### src/rtl/syncfifo_pkg.sv
// Shared constants and types for the syncfifo read/write-side adapters.
// Holds the FIFO read-latency selectors, the skid buffer occupancy encoding,
// and a helper that computes the next occupancy from push/pop.
package syncfifo_pkg;

  localparam int RD_LAT_FWFT   = 0;
  localparam int RD_LAT_NORMAL = 1;

  typedef enum logic [1:0] {
    OCC_EMPTY = 2'd0,
    OCC_ONE   = 2'd1,
    OCC_TWO   = 2'd2
  } occ_t;

  // Occupancy after one cycle of push/pop; push and pop together leave it unchanged.
  function automatic logic [1:0] occ_step(input logic [1:0] occ, input logic push, input logic pop);
    logic [1:0] nxt;
    nxt = occ + {1'b0, push} - {1'b0, pop};
    return nxt;
  endfunction

endpackage

### src/rtl/syncfifo_rd_skid.sv
// Two-entry skid buffer: head register feeds the stream output directly,
// tail register catches the beat that arrives while the head is stalled.
// All state is held in load-enable registers with a synchronous reset.
module syncfifo_rd_skid
  import syncfifo_pkg::*;
#(
  parameter int DATA_WIDTH = 8
) (
  input  logic                  clk,
  input  logic                  rst,
  input  logic                  push,
  input  logic                  pop,
  input  logic [DATA_WIDTH-1:0] din,
  output logic                  valid,
  output logic [DATA_WIDTH-1:0] head,
  output logic [1:0]            occ
);

  occ_t                  occ_r;
  occ_t                  occ_next_s;
  logic [DATA_WIDTH-1:0] head_r;
  logic [DATA_WIDTH-1:0] tail_r;
  logic [DATA_WIDTH-1:0] head_next_s;
  logic [DATA_WIDTH-1:0] tail_next_s;
  logic                  valid_r;
  logic                  ld_en_s;

  assign ld_en_s = push | pop;

  // Next-state of occupancy and data slots; the head always holds the oldest beat.
  always_comb begin
    occ_next_s  = occ_r;
    head_next_s = head_r;
    tail_next_s = tail_r;
    case (occ_r)
      OCC_EMPTY: begin
        if (push) begin
          head_next_s = din;
          occ_next_s  = OCC_ONE;
        end else begin
          occ_next_s  = OCC_EMPTY;
        end
      end
      OCC_ONE: begin
        if (push && pop) begin
          head_next_s = din;
        end else if (push) begin
          tail_next_s = din;
          occ_next_s  = OCC_TWO;
        end else if (pop) begin
          occ_next_s  = OCC_EMPTY;
        end else begin
          occ_next_s  = OCC_ONE;
        end
      end
      OCC_TWO: begin
        // A same-cycle refill (pop-through) advances the head and refills the tail.
        if (pop && push) begin
          head_next_s = tail_r;
          tail_next_s = din;
        end else if (pop) begin
          head_next_s = tail_r;
          occ_next_s  = OCC_ONE;
        end else begin
          occ_next_s  = OCC_TWO;
        end
      end
      default: begin
        occ_next_s = OCC_EMPTY;
      end
    endcase
  end

  // Load-enable state registers; idle cycles hold everything.
  always_ff @(posedge clk) begin
    if (rst) begin
      occ_r   <= OCC_EMPTY;
      head_r  <= '0;
      tail_r  <= '0;
      valid_r <= 1'b0;
    end else if (ld_en_s) begin
      occ_r   <= occ_next_s;
      head_r  <= head_next_s;
      tail_r  <= tail_next_s;
      valid_r <= (occ_next_s != OCC_EMPTY);
    end else begin
      occ_r   <= occ_r;
      head_r  <= head_r;
      tail_r  <= tail_r;
      valid_r <= valid_r;
    end
  end

  assign valid = valid_r;
  assign head  = head_r;
  assign occ   = occ_r;

endmodule

### src/rtl/syncfifo_rd_stream.sv
// Read-side consumer for the single-clock syncfifo: pops the FIFO and presents
// its words as a valid/ready stream with registered outputs, 1 beat/clk.
// RD_LAT selects FWFT (0) or normal 1-cycle read latency (1) FIFOs.
// Optional feature: define SYNCFIFO_RD_STREAM_CNT_EN to add the beat_cnt port,
// a 32-bit wrapping count of delivered beats.
module syncfifo_rd_stream
  import syncfifo_pkg::*;
#(
  parameter int DATA_WIDTH = 8,
  parameter int RD_LAT     = RD_LAT_FWFT
) (
  input  logic                  clk,
  input  logic                  rst,
  input  logic                  fifo_empty,
  input  logic [DATA_WIDTH-1:0] fifo_dout,
  output logic                  fifo_rd_en,
  output logic                  m_valid,
  input  logic                  m_ready,
  output logic [DATA_WIDTH-1:0] m_data
`ifdef SYNCFIFO_RD_STREAM_CNT_EN
  ,
  output logic [31:0]           beat_cnt
`endif
);

  logic       pop;
  logic       push;
  logic       inflight;
  logic [1:0] occ;
  logic [2:0] level;

  assign pop = m_valid & m_ready;

  // Beats that will still be held after this edge: buffered plus in flight, minus the one leaving.
  assign level = {1'b0, occ} + {2'b00, inflight} - {2'b00, pop};

  // Pop only when a slot is guaranteed; a slot freed this cycle counts as free.
  assign fifo_rd_en = ~rst & ~fifo_empty & (level < 3'd2);

  if (RD_LAT == RD_LAT_NORMAL) begin : g_normal
    logic inflight_r;

    // Remembers that the FIFO was popped last cycle, so its dout is valid now.
    always_ff @(posedge clk) begin
      if (rst) begin
        inflight_r <= 1'b0;
      end else begin
        inflight_r <= fifo_rd_en;
      end
    end

    assign inflight = inflight_r;
    assign push     = inflight_r;
  end else begin : g_fwft
    assign inflight = 1'b0;
    assign push     = fifo_rd_en;
  end

  syncfifo_rd_skid #(
    .DATA_WIDTH(DATA_WIDTH)
  ) u_skid (
    .clk  (clk),
    .rst  (rst),
    .push (push),
    .pop  (pop),
    .din  (fifo_dout),
    .valid(m_valid),
    .head (m_data),
    .occ  (occ)
  );

`ifdef SYNCFIFO_RD_STREAM_CNT_EN
  logic [31:0] beat_cnt_r;

  // Counts accepted output beats; wraps naturally at 32 bits.
  always_ff @(posedge clk) begin
    if (rst) begin
      beat_cnt_r <= 32'd0;
    end else if (pop) begin
      beat_cnt_r <= beat_cnt_r + 32'd1;
    end else begin
      beat_cnt_r <= beat_cnt_r;
    end
  end

  assign beat_cnt = beat_cnt_r;
`endif

endmodule

### config.mk
export PLATFORM = sky130hd
export DESIGN_NAME = syncfifo_rd_stream
export DESIGN_NICKNAME = d
export VERILOG_FILES = /design/src/rtl/syncfifo_pkg.sv /design/src/rtl/syncfifo_rd_skid.sv /design/src/rtl/syncfifo_rd_stream.sv
export SDC_FILE = /design/constraint.sdc
export NUM_CORES = 1
export LEC_CHECK = 0
export ABC_AREA = 1
export CORE_MARGIN = 1
export CORE_UTILIZATION = 25
export DETAILED_ROUTE_END_ITERATION = 10
export PLACE_DENSITY = 0.46
export RECOVER_POWER = 100
export SLEW_MARGIN = 20
export SYNTH_ARGS = -nofsm -noshare
export SYNTH_HDL_FRONTEND = slang
export SYNTH_SLANG_ARGS = --single-unit
### constraint.sdc
create_clock -name clk -period 1.77 [get_ports clk]
set_input_delay 0.531 -clock clk [delete_from_list [all_inputs] [get_ports clk]]
set_output_delay 0.531 -clock clk [all_outputs]
set_load 0.01 [all_outputs]
======== After elaboration in Yosys (flattened, before gate mapping) ========
Index checks and enable logic that the tools add are counted.
cells by class
  muxes and demuxes ....................... 14
  shifts and indexed selects .............. 0
  reduce and logical (&&, ||, !) cells .... 7
  divide/modulo/power cells ............... 0
  multiply operators ...................... 0
  add/sub/neg operators ................... 1
  bitwise operators ....................... 6
  $lt $le $gt $ge ......................... 1
  eq/ne operators ......................... 8
operators with widths
  kind                                                                    number
  8-bit 2-to-1 mux                                                        5
  8-bit one-hot mux with 3 select lines                                   1
  8-bit one-hot mux with 2 select lines                                   1
  5-bit AND reduction                                                     2
  2-bit 2-to-1 mux                                                        4
  2-bit by 1-bit != test with 1-bit output (second input constant)        4
  2-bit one-hot mux with 3 select lines                                   1
  2-bit nonzero test                                                      2
  1-bit AND                                                               3
  3-bit by 2-bit < comparator with 1-bit output (second input constant)   1
  3-bit by 2-bit != test with 1-bit output (second input constant)        1
  3-bit nonzero test                                                      1
  2-bit by 1-bit subtractor with 3-bit output                             1
  2-bit by 1-bit equality test with 1-bit output (second input constant)  1
  2-bit equality test (second input constant)                             1
  2-bit logical NOT                                                       1
  1-bit 2-to-1 mux                                                        2
  2-bit != test (second input constant)                                   1
  1-bit NOT                                                               2
  1-bit logical AND                                                       1
  1-bit OR                                                                1
storage, ports and cells
  input bits .............................. 12
  latch bits .............................. 0
  memories ................................ 0
  output and inout port bits .............. 10
  register bits ........................... 19
  memory bits (writable) .................. 0
  bits in read-only memories .............. 0

======== Logic depth before layout (Yosys ltp) ========
Gate-level depths: netlist of the first run.
  word-level depth ........................ 8
  gate-level depth with buffers ........... 8
  gate-level depth less buffers ........... 8

======== By module ========
A second synthesis of the first run with hierarchy kept.
second synthesis, totals
  cell total of the unflattened synthesis .. 143
  area total of the unflattened synthesis .. 1004.7 µm²
modules (own cells, without submodules)
  module              area an instance (µm²)  sequential area each (µm²)  instances  cells each
  syncfifo_rd_skid    969.7                   380.4                       1          134
  syncfifo_rd_stream  35.0                    0.0                         1          9

======== Worst setup path after synthesis of the first run ========
No wires, ideal clock.
  path kind ............................... input-to-output
  start ................................... input port m_ready
  end ..................................... output port fifo_rd_en
  data required time ...................... 1.239 ns
  slack ................................... 0.152 ns
  data arrival time ....................... 1.087 ns
  buffers on the path ..................... 0
  stages on the path ...................... 5
  path through ............................ nand2_1 > nor2_1 > nand2_1 > nand3_1 > inv_1
on the way
  word-level cells in the longest chain between the ends .. 4
ends and longest elaborated chain
  item                                           line                      text
  start, declared                                syncfifo_rd_stream.sv:18  input logic m_ready,
  1-bit AND                                      syncfifo_rd_stream.sv:32  assign pop = m_valid & m_ready;
  2-bit by 1-bit subtractor with 3-bit output    syncfifo_rd_stream.sv:35  assign level = {1'b0, occ} + {2'b00, inflight} - {2'b00, pop};
  3-bit by 2-bit < comparator with 1-bit output  syncfifo_rd_stream.sv:38  assign fifo_rd_en = ~rst & ~fifo_empty & (level < 3'd2);
  1-bit AND                                      syncfifo_rd_stream.sv:38
  end, declared                                  syncfifo_rd_stream.sv:16  output logic fifo_rd_en,
No other way between the ends.

======== Worst setup path in the final report of the first run ========
Ends and elaborated chain as after synthesis.

==> out/metrics.csv, run 1 <==
stage,metric,value,unit
status,outcome,"complete, no violations",
critical_path,timing.critical_path.required,1.24,ns
floorplan,rows,22,
clock_network,cts.sinks,19,
drt,routed_wl,2100,µm
yosys,synth_compound_area_share,8.40,%
timing,tightest_slew,0.325,ns
yosys,synthDistinctLibCells,21,
floorplan,die_x,64.7,µm
yosys,synthesis.nets,155,
timing,rsz0062_at_grt,true,
placed_design,routabilityCongestion,0.752,
critical_path,cp.arrival,1.20,ns
drt,final_antenna_net_count,0,
finish,antennaDiodeCount,0,
global_route,first_global_vias,910,
finish,final_cells,228,
yosys,ys_ff_latch,19,
placed_design,placed_cells,222,
global_route,grt-ovfl-total,0,
finish,fin_area,1400,µm²
critical_path,cp-end-kind,output pin,
floorplan,coreArea,3720,µm²
timing,max_clock_freq,0.577,GHz
critical_path,path_class,in2out,
worst_hold_path,hold_class,reg2reg,
timing,drv_slew,0,
clock_network,h-tree-depth,1,
global_route,grt_pass1_wl,3800,µm
global_route,gr-usage-all-layers,11.6,%
timing,slew_headroom,78.3,%
timing,fin_crit_sh,97.9,%
floorplan,start_util,26.5,%
global_route,antenna_found_initial,0,
global_route,grt_max_degree,19,
clock_network,clk_latency,0.26,ns
finish,area_growth,41.9,%
drt,drc,0,
critical_path,r2r_slack,0.24,ns
critical_path,critPathMaxFanout,3,
worst_hold_path,holdPathStages,2,
timing,setup_ws,0.0375,ns
timing,finClkSkew,0.00864,ns
finish,final_util,37.5,%
placed_design,io_buffers,21,
floorplan,io_pins,22,
timing,min_period,1.73,ns
finish,num-nets-final,193,
critical_path,rr_worst_depth,10,
yosys,synthMuxAreaShare,0,%
worst_hold_path,holdPathEnd,u_skid.head[2],
yosys,synth_top_family_by_area,simple AND/OR/NAND/NOR gates,
clock_network,path_clk_slew,0.08,ns
power_and_ir_drop,p_leak,0.658,nW
drt,drt-initial-drc-count,25,
placed_design,pre_cts_ws,-0.740,ns
power_and_ir_drop,ir_drop,0.248,mV
critical_path,cp-startpoint,m_ready,
critical_path,cp-start-kind,input pin,
drt,vias,944,
floorplan,dieArea,4190,µm²
yosys,postSynthAreaPerCell,6.88,µm²
yosys,synth-simple-area-share,43.5,%
clock_network,numCtsBuffers,3,
clock_network,cts_root_buf,clkbuf_8,
finish,drive_above_1_share,21.1,%
yosys,yosysWarnings,0,
yosys,syn-cell-area,983,µm²
yosys,synth-xor-area-share,0,%
yosys,synthCells,143,
worst_hold_path,min_from,u_skid.head[2],
placed_design,dpl_cell_area,1320,µm²
placed_design,hpwl,1620,µm
timing,hold_viol_final,0,
power_and_ir_drop,powerDensity,770,nW/µm²
yosys,yosysSeqAreaShare,38.7,%
yosys,synthAdderAreaFrac,0,%
clock_network,cts_tree,yes,
drt,firstDrtPassIters,4,
critical_path,r2r_start,u_skid.valid,
floorplan,die_y,64.7,µm
critical_path,timing.rr.end,u_skid.head[6],
clock_network,clk_path_buf_depth,2,
drt,wl_per_cell,9.19,µm
timing,setup_violations,0,
run,maxCapViolCount,0,
drt,via_per_inst,4.14,
==> synthesized netlist by cell type <==
library cell	number	area [µm²]
a21oi_1	2	10.0
a21oi_4	1	16.3
buf_2	1	5.00
buf_6	2	22.5
clkinv_1	1	3.75
clkinv_2	1	5.00
dfxtp_1	19	380
inv_1	12	45.0
inv_2	3	11.3
nand2_1	39	146
nand2_2	2	12.5
nand2_4	2	22.5
nand3_1	4	20.0
nand3_2	1	10.0
nand3_4	1	17.5
nand3b_1	8	60.1
nor2_1	34	128
nor2_4	1	11.3
o21ai_0	6	30.0
o21ai_1	2	10.0
o21ai_4	1	16.3
==> per-stage QoR <==
| stage | TNS [ns] | hold WS (ns) | power, W |
|---|---|---|---|
| 6_report | 0 | 0.486 | 0.00107 |
| 5_1_grt | -0.0181 | 0.503 | 0.00115 |
| 4_1_cts | 0 | 0.491 | 0.00109 |
| 3_5_place_dp | -5.26 | 0.473 | 0.000775 |
| 3_3_place_gp | -4.47 | 0.465 | 0.000772 |
| 2_1_floorplan | 0 | 0.489 | 0.000647 |
==> worst max-delay path by stage <==
stage                      end  slack, ns
floorplan           fifo_rd_en       0.15
global placement    fifo_rd_en      -0.66
detailed placement  fifo_rd_en      -0.74
CTS                 fifo_rd_en       0.01
global route        fifo_rd_en      -0.02
finish              fifo_rd_en       0.04
==> metal layers <==
| metal | global-route usage (%) | wire length [µm] | vias to the layer above |
|---|---|---|---|
| met2 | 18.1 | 923 | 17 |
| met4 | 5.28 | 46 | 0 |
| met5 | 0 | 0 | - |
| li1 | - | - | 514 |
| met3 | 2.11 | 64 | 4 |
| met1 | 15.4 | 1060 | 409 |
==> power by group <==
part           internal, W  leakage [nW]  switching (W)
combinational     0.000143         0.477       0.000142
sequential        0.000464         0.156      0.0000194
clock             0.000156        0.0255       0.000150
total             0.000763         0.658       0.000312
==> sequential cells by signal, indices dropped and copies added (netlist names) <==
name / flops
u_skid.head: 8
u_skid.tail_r: 8
u_skid.occ: 2
u_skid.valid: 1
==> what timing repair did <==
item	4_1_cts	5_1_grt
gates resized for setup	13	1
setup buffers	2	0
hold buffers	0	0
pin swaps	3	2
setup endpoints to repair	9	2
==> critical path, stage by stage <==
cell,delay (ns)
clkdlybuf4s15_2,0.20
nand3_1,0.11
nand2_1,0.11
nand3_2,0.09
inv_1,0.05
buf_2,0.11
==> cell usage in the layout, fill, tap and decap left out, drive strengths merged <==
cell type / synthesis / final
dlygate4sd2: 0 / 2
clkdlybuf4s50: 0 / 17
buf: 3 / 16
a21oi: 3 / 3
clkinv: 2 / 3
dfxtp: 19 / 19
inv: 15 / 15
nand3: 6 / 6
nand2: 43 / 43
nor2: 35 / 35
o21ai: 9 / 9
nand3b: 8 / 8
clkbuf: 0 / 3
clkdlybuf4s15: 0 / 1
==> cell type report <==
class	instances	area, µm²
fillers	400	2320
multi-input cells	104	526
flip-flops and latches	19	382
repair buffers	36	317
inverters	17	65.1
well taps	48	60.1
clock buffers	3	41.3
clock inverters	1	5.00
==> cell families (layout without fill, tap and decap cells) <==
logic type / count (synthesis) / after routing
AND/OR/NAND/NOR: 92 / 92
flip-flops: 19 / 19
buffers and inverters: 20 / 57
AO/OA/AOI/OAI: 12 / 12
Power figures use the tool's default switching activity.
==> run 2: changes to the inputs <==
--- a/config.mk
+++ b/config.mk
@@ -11,6 +11,7 @@
 export DETAILED_ROUTE_END_ITERATION = 10
 export PLACE_DENSITY = 0.46
 export RECOVER_POWER = 100
+export REMOVE_ABC_BUFFERS = 1
 export SLEW_MARGIN = 20
 export SYNTH_ARGS = -nofsm -noshare
 export SYNTH_HDL_FRONTEND = slang
==> out/metrics.csv, run 2 (synthesis results as in run 1) <==
stage,metric,value,unit,change
timing,drv_slew,0,,unchanged
finish,n_fill_cell,413,,+3.3%
drt,drt-initial-drc-count,17,,-32%
floorplan,die_y,64.7,µm,unchanged
critical_path,path_buf_inv,1,,-2
power_and_ir_drop,powerDensity,769,nW/µm²,-0.17%
critical_path,critPathMaxFanout,2,,-1
timing,max_clock_freq,0.587,GHz,+1.6%
critical_path,cp_top_family,buffers and inverters,,
global_route,grt_max_degree,19,,unchanged
clock_network,cts_root_buf,clkbuf_8,,
floorplan,io_pins,22,,unchanged
drt,wl_per_cell,9.10,µm,-0.95%
floorplan,die_x,64.7,µm,unchanged
finish,num-nets-final,193,,unchanged
timing,fin_crit_sh,96.3,%,-1.6 points
finish,drive_above_1_share,20.6,%,-0.56 points
status,outcome,"complete, no violations",,
placed_design,routabilityCongestion,0.787,,+4.7%
timing,slew_headroom,69.2,%,-9.0 points
power_and_ir_drop,ir_drop,0.284,mV,+14%
global_route,antenna_found_initial,0,,unchanged
clock_network,cts.sinks,19,,unchanged
clock_network,cts_tree,yes,,
timing,finClkSkew,0.00468,ns,-0.00396 ns
drt,firstDrtPassIters,4,,unchanged
floorplan,rows,22,,unchanged
critical_path,cp.arrival,1.17,ns,-0.03 ns
placed_design,hpwl,1560,µm,-3.8%
clock_network,ctsHoldBuffers,0,,unchanged
critical_path,max_stage_delay,0.60,ns,+0.40 ns
placed_design,io_buffers,21,,unchanged
timing,tns,0,ns,unchanged
floorplan,coreArea,3720,µm²,unchanged
timing,hold_viol_final,0,,unchanged
drt,final_antenna_net_count,0,,unchanged
critical_path,cp-start-kind,register,,
drt,vias,954,,+1.1%
finish,final_common_cell,nand2_1,,
finish,antennaDiodeCount,0,,unchanged
global_route,gr-usage-all-layers,11.2,%,-0.42 points
clock_network,clk_latency,0.25,ns,about the same
finish,final_util,36.9,%,-0.64 points
run,maxCapViolCount,0,,unchanged
floorplan,start_util,26.5,%,unchanged
drt,drc,0,,unchanged
clock_network,h-tree-depth,1,,unchanged
global_route,first_global_vias,858,,-5.7%
timing,min_period,1.70,ns,-0.0281 ns
global_route,grt_pass1_wl,3650,µm,-3.8%
drt,via_per_inst,4.18,,+1.1%
power_and_ir_drop,p_leak,0.657,nW,-0.17%
critical_path,cp-end-kind,output pin,,
timing,tightest_slew,0.461,ns,+0.136 ns
timing,setup_violations,0,,unchanged
clock_network,path_clk_slew,0.06,ns,-0.02 ns
critical_path,timing.critical_path.required,1.24,ns,about the same
critical_path,cp_slowest_cell,dlygate4sd3_1,,
critical_path,path_class,reg2out,,
worst_hold_path,hold_class,reg2reg,,
finish,final_cell_mix,"38 x nand2_1, 33 x nor2_1, 18 x dfxtp_1",,
finish,area_growth,39.4,%,
critical_path,crit_chain,dlygate4sd3_1,,
timing,rsz0062_at_grt,false,,
clock_network,numCtsBuffers,3,,unchanged
global_route,grt-ovfl-total,0,,unchanged
drt,routed_wl,2080,µm,-0.95%
clock_network,clk_path_buf_depth,2,,unchanged
floorplan,dieArea,4190,µm²,unchanged
-- run 2: final timing paths --
kind,startpoint,cells after the start,end,slack [ns]
worst max-delay path,u_skid.head[2],1,m_data[2],0.07
worst min-delay path,u_skid.head[3],2,u_skid.head[3],0.48
worst min register to register,u_skid.head[3],2,u_skid.head[3],0.48
worst max register to register,u_skid.valid,8,u_skid.tail_r[4],0.24
-- run 2: where the power goes --
group / internal, W / total (W) / switching (W)
Clock: 0.000160 / 0.000295 / 0.000135
Sequential: 0.000464 / 0.000483 / 0.0000192
Combinational: 0.000138 / 0.000276 / 0.000139
-- run 2: stage by stage --
stage               setup WS, ns  cells  hold WS [ns]  power (W)  cell area (µm²)
finish                    0.0656    228         0.478    0.00105             1370
global route              0.0236    228         0.515    0.00113             1370
CTS                       0.0234    228         0.487    0.00108             1390
detailed placement        -0.674    223         0.471   0.000778             1330
global placement          -0.641    223         0.465   0.000775             1330
floorplan                  0.152    140         0.489   0.000641              956
-- run 2: layout make-up --
class | instances | area [µm²] | area share (%)
multi-input combinational | 104 | 510 | 37.2
clock buffer | 4 | 45.0 | 3.28
tap | 48 | 60.1 | 4.38
inverter | 17 | 65.1 | 4.74
sequential | 19 | 382 | 27.8
timing repair buffer | 36 | 309 | 22.5
-- run 2: repair_timing --
action,4_1_cts,5_1_grt
resized for setup,14,5
pin swaps,3,2
buffers inserted,1,0
setup endpoints to repair,10,1
-- run 2: layer usage --
layer  global-route usage, %  vias to the layer above  share of wire [%]
li1                        -                      513                  -
met1                    13.6                      421                 48
met2                    19.0                       16                 47
met3                    3.17                        4                4.1
met4                    3.33                        0                1.0
met5                       0                        -                  0
